**src/rtl/multicycle_control.sv**
```systemverilog
`default_nettype none
// ============================================================================
// Module      : multicycle_control
// Description : Main control FSM for a multicycle RV32 core. Steps each
//               instruction through fetch, decode, execute, memory and
//               writeback using one shared ALU, one unified memory and the
//               immediate extend unit. Stalls on MemReady_i. Counts retired
//               instructions. Traps illegal instructions into a sticky error
//               state that only reset can leave.
// Ports       : clk_i, rst_i (async, active high)
//               op_i/funct3_i/funct7b5_i - instruction fields
//               Zero_i        - ALU zero flag, used for the branch decision
//               MemReady_i    - memory access completes this cycle
//               ImmSrc_o      - extend select, decoded from op_i
//               PCWrite_o, AdrSrc_o, MemWrite_o, IRWrite_o, ResultSrc_o,
//               ALUSrcA_o, ALUSrcB_o, ALUOp_o, RegWrite_o - datapath control
//               Illegal_o     - sticky illegal-instruction flag
//               RetireCount_o - retired-instruction count (wraps)
// Revision    : 1.0 - initial release
// ============================================================================
module multicycle_control #(
    parameter int COUNTW = 32
) (
    input  logic              clk_i,
    input  logic              rst_i,
    input  logic [6:0]        op_i,
    input  logic [2:0]        funct3_i,
    input  logic              funct7b5_i,
    input  logic              Zero_i,
    input  logic              MemReady_i,
    output logic [2:0]        ImmSrc_o,
    output logic              PCWrite_o,
    output logic              AdrSrc_o,
    output logic              MemWrite_o,
    output logic              IRWrite_o,
    output logic [1:0]        ResultSrc_o,
    output logic [1:0]        ALUSrcA_o,
    output logic [1:0]        ALUSrcB_o,
    output logic [1:0]        ALUOp_o,
    output logic              RegWrite_o,
    output logic              Illegal_o,
    output logic [COUNTW-1:0] RetireCount_o
);

    localparam logic [6:0] c_OP_LOAD   = 7'b0000011;
    localparam logic [6:0] c_OP_STORE  = 7'b0100011;
    localparam logic [6:0] c_OP_RTYPE  = 7'b0110011;
    localparam logic [6:0] c_OP_ITYPE  = 7'b0010011;
    localparam logic [6:0] c_OP_BRANCH = 7'b1100011;
    localparam logic [6:0] c_OP_JAL    = 7'b1101111;
    localparam logic [6:0] c_OP_LUI    = 7'b0110111;

    typedef enum logic [3:0] {
        S_FETCH    = 4'd0,
        S_DECODE   = 4'd1,
        S_MEMADR   = 4'd2,
        S_MEMREAD  = 4'd3,
        S_MEMWB    = 4'd4,
        S_MEMWRITE = 4'd5,
        S_EXECUTER = 4'd6,
        S_EXECUTEI = 4'd7,
        S_LUI      = 4'd8,
        S_JAL      = 4'd9,
        S_ALUWB    = 4'd10,
        S_BEQ      = 4'd11,
        S_ERROR    = 4'd12
    } state_t;

    // Per-state control bits. fetch/branch mark the two states whose PC and
    // IR enables are qualified by live inputs rather than being pure Moore.
    typedef struct packed {
        logic       adr_src;
        logic       mem_write;
        logic [1:0] result_src;
        logic [1:0] alu_src_a;
        logic [1:0] alu_src_b;
        logic [1:0] alu_op;
        logic       reg_write;
        logic       pc_write;
        logic       illegal;
        logic       fetch;
        logic       branch;
    } ctrl_t;

    function automatic ctrl_t f_decode(input state_t s);
        ctrl_t c;
        c = '0;
        case (s)
            S_FETCH: begin
                c.alu_src_b  = 2'b10;
                c.result_src = 2'b10;
                c.fetch      = 1'b1;
            end
            S_DECODE: begin
                c.alu_src_a = 2'b01;
                c.alu_src_b = 2'b01;
            end
            S_MEMADR: begin
                c.alu_src_a = 2'b10;
                c.alu_src_b = 2'b01;
            end
            S_MEMREAD: begin
                c.adr_src = 1'b1;
            end
            S_MEMWB: begin
                c.result_src = 2'b01;
                c.reg_write  = 1'b1;
            end
            S_MEMWRITE: begin
                c.adr_src   = 1'b1;
                c.mem_write = 1'b1;
            end
            S_EXECUTER: begin
                c.alu_src_a = 2'b10;
                c.alu_op    = 2'b10;
            end
            S_EXECUTEI: begin
                c.alu_src_a = 2'b10;
                c.alu_src_b = 2'b01;
                c.alu_op    = 2'b10;
            end
            S_LUI: begin
                c.alu_src_a = 2'b11;
                c.alu_src_b = 2'b01;
            end
            S_JAL: begin
                c.alu_src_a = 2'b01;
                c.alu_src_b = 2'b10;
                c.pc_write  = 1'b1;
            end
            S_ALUWB: begin
                c.reg_write = 1'b1;
            end
            S_BEQ: begin
                c.alu_src_a = 2'b10;
                c.alu_op    = 2'b01;
                c.branch    = 1'b1;
            end
            S_ERROR: begin
                c.illegal = 1'b1;
            end
            default: begin
                c = '0;
            end
        endcase
        return c;
    endfunction

    state_t              r_state_q;
    state_t              w_state_d;
    ctrl_t               r_ctrl_q;
    logic [COUNTW-1:0]   r_count_q;
    logic [COUNTW-1:0]   w_count_d;
    logic                w_retire;

    // ALU-level funct7 decode lives in the ALU decoder, not here.
    logic w_unused_funct7b5;
    assign w_unused_funct7b5 = funct7b5_i;

    always_comb begin
        w_state_d = r_state_q;
        w_retire  = 1'b0;
        case (r_state_q)
            S_FETCH: begin
                if (MemReady_i) w_state_d = S_DECODE;
            end
            S_DECODE: begin
                case (op_i)
                    c_OP_LOAD,
                    c_OP_STORE:  w_state_d = S_MEMADR;
                    c_OP_RTYPE:  w_state_d = S_EXECUTER;
                    c_OP_ITYPE:  w_state_d = S_EXECUTEI;
                    // Only beq (000) and bne (001) are supported.
                    c_OP_BRANCH: w_state_d = (funct3_i[2:1] == 2'b00) ? S_BEQ : S_ERROR;
                    c_OP_JAL:    w_state_d = S_JAL;
                    c_OP_LUI:    w_state_d = S_LUI;
                    default:     w_state_d = S_ERROR;
                endcase
            end
            // op bit 5 separates store from load.
            S_MEMADR:   w_state_d = op_i[5] ? S_MEMWRITE : S_MEMREAD;
            S_MEMREAD: begin
                if (MemReady_i) w_state_d = S_MEMWB;
            end
            S_MEMWB: begin
                w_state_d = S_FETCH;
                w_retire  = 1'b1;
            end
            S_MEMWRITE: begin
                if (MemReady_i) begin
                    w_state_d = S_FETCH;
                    w_retire  = 1'b1;
                end
            end
            S_EXECUTER,
            S_EXECUTEI,
            S_LUI,
            S_JAL:      w_state_d = S_ALUWB;
            S_ALUWB,
            S_BEQ: begin
                w_state_d = S_FETCH;
                w_retire  = 1'b1;
            end
            S_ERROR:    w_state_d = S_ERROR;
            default:    w_state_d = S_FETCH;
        endcase
        w_count_d = w_retire ? (r_count_q + COUNTW'(1)) : r_count_q;
    end

    // Control bits are registered alongside the state, decoded from the
    // next state, so they are glitch-free copies of the state register.
    always_ff @(posedge clk_i or posedge rst_i) begin
        if (rst_i) begin
            r_state_q <= S_FETCH;
            r_ctrl_q  <= f_decode(S_FETCH);
            r_count_q <= '0;
        end else begin
            r_state_q <= w_state_d;
            r_ctrl_q  <= f_decode(w_state_d);
            r_count_q <= w_count_d;
        end
    end

    always_comb begin
        case (op_i)
            c_OP_LOAD,
            c_OP_ITYPE:  ImmSrc_o = 3'b000;
            c_OP_STORE:  ImmSrc_o = 3'b001;
            c_OP_BRANCH: ImmSrc_o = 3'b010;
            c_OP_LUI:    ImmSrc_o = 3'b011;
            c_OP_JAL:    ImmSrc_o = 3'b100;
            default:     ImmSrc_o = 3'b000;
        endcase
    end

    // Write enables are masked by rst_i so nothing is written while reset is
    // held, even in the cycle the asynchronous reset lands.
    // funct3[0] selects bne (take when not zero) over beq (take when zero).
    assign PCWrite_o   = ~rst_i & (r_ctrl_q.pc_write
                                 | (r_ctrl_q.fetch  & MemReady_i)
                                 | (r_ctrl_q.branch & (Zero_i ^ funct3_i[0])));
    assign IRWrite_o   = ~rst_i & r_ctrl_q.fetch & MemReady_i;
    assign MemWrite_o  = ~rst_i & r_ctrl_q.mem_write;
    assign RegWrite_o  = ~rst_i & r_ctrl_q.reg_write;
    assign AdrSrc_o    = r_ctrl_q.adr_src;
    assign ResultSrc_o = r_ctrl_q.result_src;
    assign ALUSrcA_o   = r_ctrl_q.alu_src_a;
    assign ALUSrcB_o   = r_ctrl_q.alu_src_b;
    assign ALUOp_o     = r_ctrl_q.alu_op;
    assign Illegal_o   = r_ctrl_q.illegal;
    assign RetireCount_o = r_count_q;

endmodule
`default_nettype wire

```
**config.mk**
```make
export PLATFORM = sky130hd
export DESIGN_NAME = multicycle_control
export DESIGN_NICKNAME = d
export VERILOG_FILES = /design/src/rtl/multicycle_control.sv
export SDC_FILE = /design/constraint.sdc
export NUM_CORES = 1
export LEC_CHECK = 0
export ABC_AREA = 1
export CAP_MARGIN = 20
export CORE_AREA = 2 2 77 79
export CTS_CLUSTER_DIAMETER = 40
export CTS_CLUSTER_SIZE = 12
export DETAILED_ROUTE_END_ITERATION = 8
export DIE_AREA = 0 0 79 81
export DONT_BUFFER_PORTS = 1
export PLACE_DENSITY = 0.8
export SLEW_MARGIN = 15
export SYNTH_ARGS = -nofsm -noshare
export SYNTH_HDL_FRONTEND = slang
export SYNTH_SLANG_ARGS = --single-unit
export TNS_END_PERCENT = 10
```
**constraint.sdc**
```tcl
create_clock -name clk_i -period 4.4 [get_ports clk_i]
set_input_delay 0.88 -clock clk_i [delete_from_list [all_inputs] [get_ports clk_i]]
set_output_delay 0.88 -clock clk_i [all_outputs]
set_load 0.01 [all_outputs]
```
# Word level (Yosys, flattened, before mapping)
# Cells that the tools add are included.
dict set report word_totals {
  reg_bits 51
  output_inout_bits 49
  word_cells 90
}
dict set report op_classes {
  mux 21
  bitwise 11
  eq_ne 31
  add_sub_neg 1
  n_reduce_logical 13
}
# operator count
set op_table {}
lappend op_table {{$eq 4x4->1 const B} 10}
lappend op_table {{$add 32x1->32 const B} 1}
lappend op_table {{$eq 4x3->1 const B} 8}
lappend op_table {{$pmux 4 s7} 1}
lappend op_table {{$pmux 4 s6} 1}
lappend op_table {{$eq 7x6->1 const B} 3}
lappend op_table {{$eq 4x2->1 const B} 4}
lappend op_table {{$eq 7x7->1 const B} 2}
lappend op_table {{$mux 4} 3}
lappend op_table {{$pmux 2 s2} 3}
lappend op_table {{$pmux 3 s4} 1}
lappend op_table {{$reduce_or 2->1} 6}
lappend op_table {{$reduce_or 4->1} 3}
lappend op_table {{$eq 4x1->1 const B} 2}
lappend op_table {{$logic_not 4->1} 2}
lappend op_table {{$mux 1} 8}
lappend op_table {{$and 1x1->1} 7}
lappend op_table {{$eq 7x2->1 const B} 1}
lappend op_table {{$eq 7x5->1 const B} 1}
lappend op_table {{$mux 3} 2}
lappend op_table {{$pmux 2 s3} 1}
lappend op_table {{$reduce_or 3->1} 1}
lappend op_table {{$logic_not 2->1} 1}
lappend op_table {{$or 1x1->1} 2}
lappend op_table {{3 further kinds} 3}

# Depth between registers and ports, before layout
dict set report depth {
  ltp_word 7
  ltp_mapped 14
}

# Worst setup path before layout
# No wires, ideal clock.
dict set report synth_path {
  kind {input port to output port}
  start {input op_i[1]}
  end {output ImmSrc_o[0]}
  path_stages 3
  slack_ps 2068
  t_arrival_ps 1452
  path_buffers 0
  path_cell_list {nand2_1 nand3b_1 o21ai_0}
}
dict set report synth_between {
  elab_chain_len 2
}
# item line
set synth_lines {}
lappend synth_lines {{start: declaration} 26} ;# input logic [6:0] op_i,
lappend synth_lines {{$eq 7x7->1 or $eq 7x6->1 (tied branches)} 225} ;# case (op_i)
lappend synth_lines {{$pmux 3 s4 (*)} 225}
lappend synth_lines {{end: declaration} 31} ;# output logic [2:0] ImmSrc_o,
# Every way passes the cells marked *; elsewhere a longest branch is shown, timed or not.

# Worst setup path after layout
# Ends and elaborated chain as after synthesis.

==> reports/results.ini <==
[route]
ant_nets = 0
drc = 0
drtPass1Iterations = 4
drt-vias-per-instance = 5.184
drt_wl_total_mm = 6.108
route.vias.total = 2333
avgRoutedWirePerCell_um = 13.57
drt_iter0_markers = 89

[synth]
ys_ff_latch = 50
yosys.cell_count.top_type = nand2_1
synth_cells = 379
avgSynthCellArea_sq_um = 7.761
synth-edff-count = 0
yosysTopAreaCell = dfrtp_1
ys_types = 37
synth-main-ff-cell = dfrtp_1
synth_top_area_frac = 0.3998
synth.cell_area_sq_um = 2942
yosysWarningCount = 0
async_reset_ff_frac = 1.000
synth_area_leaders = dfrtp_1 40%, nand2_1 13%, nor2_1 6.1%, inv_1 5.1%, xor2_1 5.1%
ys_top_cells_by_count = 98 x nand2_1, 48 x nor2_1, 47 x dfrtp_1
synth_nets = 395
yosysSeqAreaShare = 0.4266

[floorplan]
chipHeight_um = 81
core_area_sq_um = 5675
ios = 64
rows = 28
start_util = 0.5183
dieArea_sq_um = 6399
die_x_um = 79

[grt]
grt_pass1_wl_mm = 10.18
antenna_found_initial = 0
grt_pass1_vias = 2305
grt_usage = 0.2028
overflow = 0
grt_max_degree = 51

[cells_and_area]
final_area_sq_um = 3044
multi_input_comb_area_sq_um = 1424
stdcell_count = 450
n_antenna_cell = 0
drive_gt1_frac = 0.1200
num-fill-cells = 533
nets = 390
area_delta_synth_final_pct = 3.488
regArea_sq_um = 1255

[critical_path]
critPathMaxFanout = 4
cp-end-kind = primary output
required_ns = 3.52
crit_slowest_cell = o21ai_0
slowest_delay_ns = 0.36
path_class = primary input to primary output
critPathLaunchType = primary input
crit_path_cell_trace = nand2_1 -> nand3b_1 -> o21ai_0
cp_data_arrival_time_ns = 1.54

[clock_tree]
cts_resized = 0
cts_buffers = 5
clk_latency_ns = 0.30
root_buffer = clkbuf_8
clock_sinks = 50
cts_setup_buffers = 0
cts.clk_slew.worst_paths_ns = 0.09
cts_max_level = 2
hold_buffers = 0
clockBufferDepth = 2
cts_tree = yes

[placement]
port_buffers = 0
dp_hpwl_mm = 4.593
dp_cells = 442
place_area_sq_um = 2952
gp_congestion = 0.8619

[outcome]
run_status = complete, no violations

[power_and_ir_drop]
power_density_nw_per_um2 = 478.1
power_w = 0.001456
p_leak_nw = 1.456
ir_drop_v = 0.0003436

[sta]
fmax_mhz = 412.8
period_needed_ns = 2.422
slew_headroom = 0.4342
worstMarginPinSlew_ns = 0.8486
skew_ns = 0.009076
hold_viol = 0
tns_ns = 0
slew_viol_final = 0
rsz0062_at_grt = false
finalSetupViolCount = 0
fin_crit_sh = 0.5505

[hold_path]
hp-class = primary input to async pin

[flow_run]
drv_cap = 0

per-stage QoR:
| step | utilization | worst slack, ns | hold slack (ns) |
|---|---|---|---|
| after floorplan | - | 2.068 | 0.5385 |
| after global placement | 0.5201 | 2.006 | 0.5641 |
| after detailed placement | 0.5201 | 1.976 | 0.5718 |
| after CTS | 0.5362 | 1.977 | 0.5844 |
| after global routing | 0.5364 | 1.917 | 0.6155 |
| final | 0.5364 | 1.978 | 0.5760 |
layout by cell type, fill, tap and decap left out, drive strengths merged:
| master | n |
|---|---|
| nand2 | 110 |
| nor2 | 56 |
| dfrtp | 47 |
| inv | 46 |
| nand3 | 20 |
| xor2 | 17 |
| o21ai | 12 |
| xnor2 | 11 |
| nand4 | 11 |
| nor3 | 11 |
| clkbuf | 7 |
| a21oi | 6 |
| nand3b | 4 |
| dfstp | 3 |
| nor4 | 3 |
| clkinv | 2 |
| a31oi | 2 |
| or2 | 2 |
| a21o | 1 |
| o22ai | 1 |
| nor3b | 1 |
| a21boi | 1 |
| ha | 1 |
cells by family (layout without fill, tap and decap cells):
group | after synthesis | count (layout) | synth area share
and+or+nand+nor | 218 | 218 | 0.3479
buffers and inverters | 59 | 55 | 0.08932
DFF | 50 | 50 | 0.4266
xor gates and xnor gates | 28 | 28 | 0.08337
AOI/OAI and AO/OA | 23 | 23 | 0.04849
adders and majority gates | 1 | 1 | 0.004253
path summary, 6_finish.rpt:
check / startpoint / end / slack, ns / depth (start not counted)
worst max-delay path: op_i[1] / ImmSrc_o[0] / 1.98 / 3
worst min-delay path: rst_i / ALUSrcA_o[0]$_DFF_PP0_ / 0.58 / 1
worst max register to register: r_state_q[1]$_DFF_PP0_ / RetireCount_o[25]$_DFFE_PP0P_ / 2.32 / 10
worst min register to register: RetireCount_o[9]$_DFFE_PP0P_ / RetireCount_o[9]$_DFFE_PP0P_ / 0.58 / 1
max in group asynchronous: rst_i / RetireCount_o[10]$_DFFE_PP0P_ / 3.30 / 1
min in group clk_i: RetireCount_o[9]$_DFFE_PP0P_ / RetireCount_o[9]$_DFFE_PP0P_ / 0.58 / 1
area by class of cell:
cell class	count	share of cell area
well taps	75	0.03083
clock buffers	7	0.02836
inverters	47	0.05919
flip-flops and latches	50	0.4122
clock inverters	1	0.001644
multi-input cells	270	0.4677
metal layers:
metal  up-vias  global-route usage  wire [um]
li1       1176                   -          -
met1      1087              0.2226       2529
met2        60              0.3788       3161
met3        10             0.05444        314
met4         0             0.06897        104
met5         -                   0          0
report_power, final:
group | switching (W) | total, W | internal (W)
clock network | 0.000148 | 0.000275 | 0.000127
logic | 0.000360 | 0.000515 | 0.000155
registers | 0.000109 | 0.000665 | 0.000557
sequential cells by signal, summed over array words and instances (netlist names):
| register | flops |
|---|---|
| ResultSrc_o | 2 |
| ALUSrcB_o | 2 |
| RetireCount_o | 32 |
| r_ctrl_q | 4 |
| ALUSrcA_o | 2 |
| ALUOp_o | 2 |
| Illegal_o | 1 |
| r_state_q | 4 |
| AdrSrc_o | 1 |
worst max-delay path: cells and delay by family:
kind / cells / cell delay (ns)
AO/OA/AOI/OAI: 1 / 0.36
AND/OR/NAND/NOR: 2 / 0.30
Note: power is estimated with default switching activity, not from simulation.
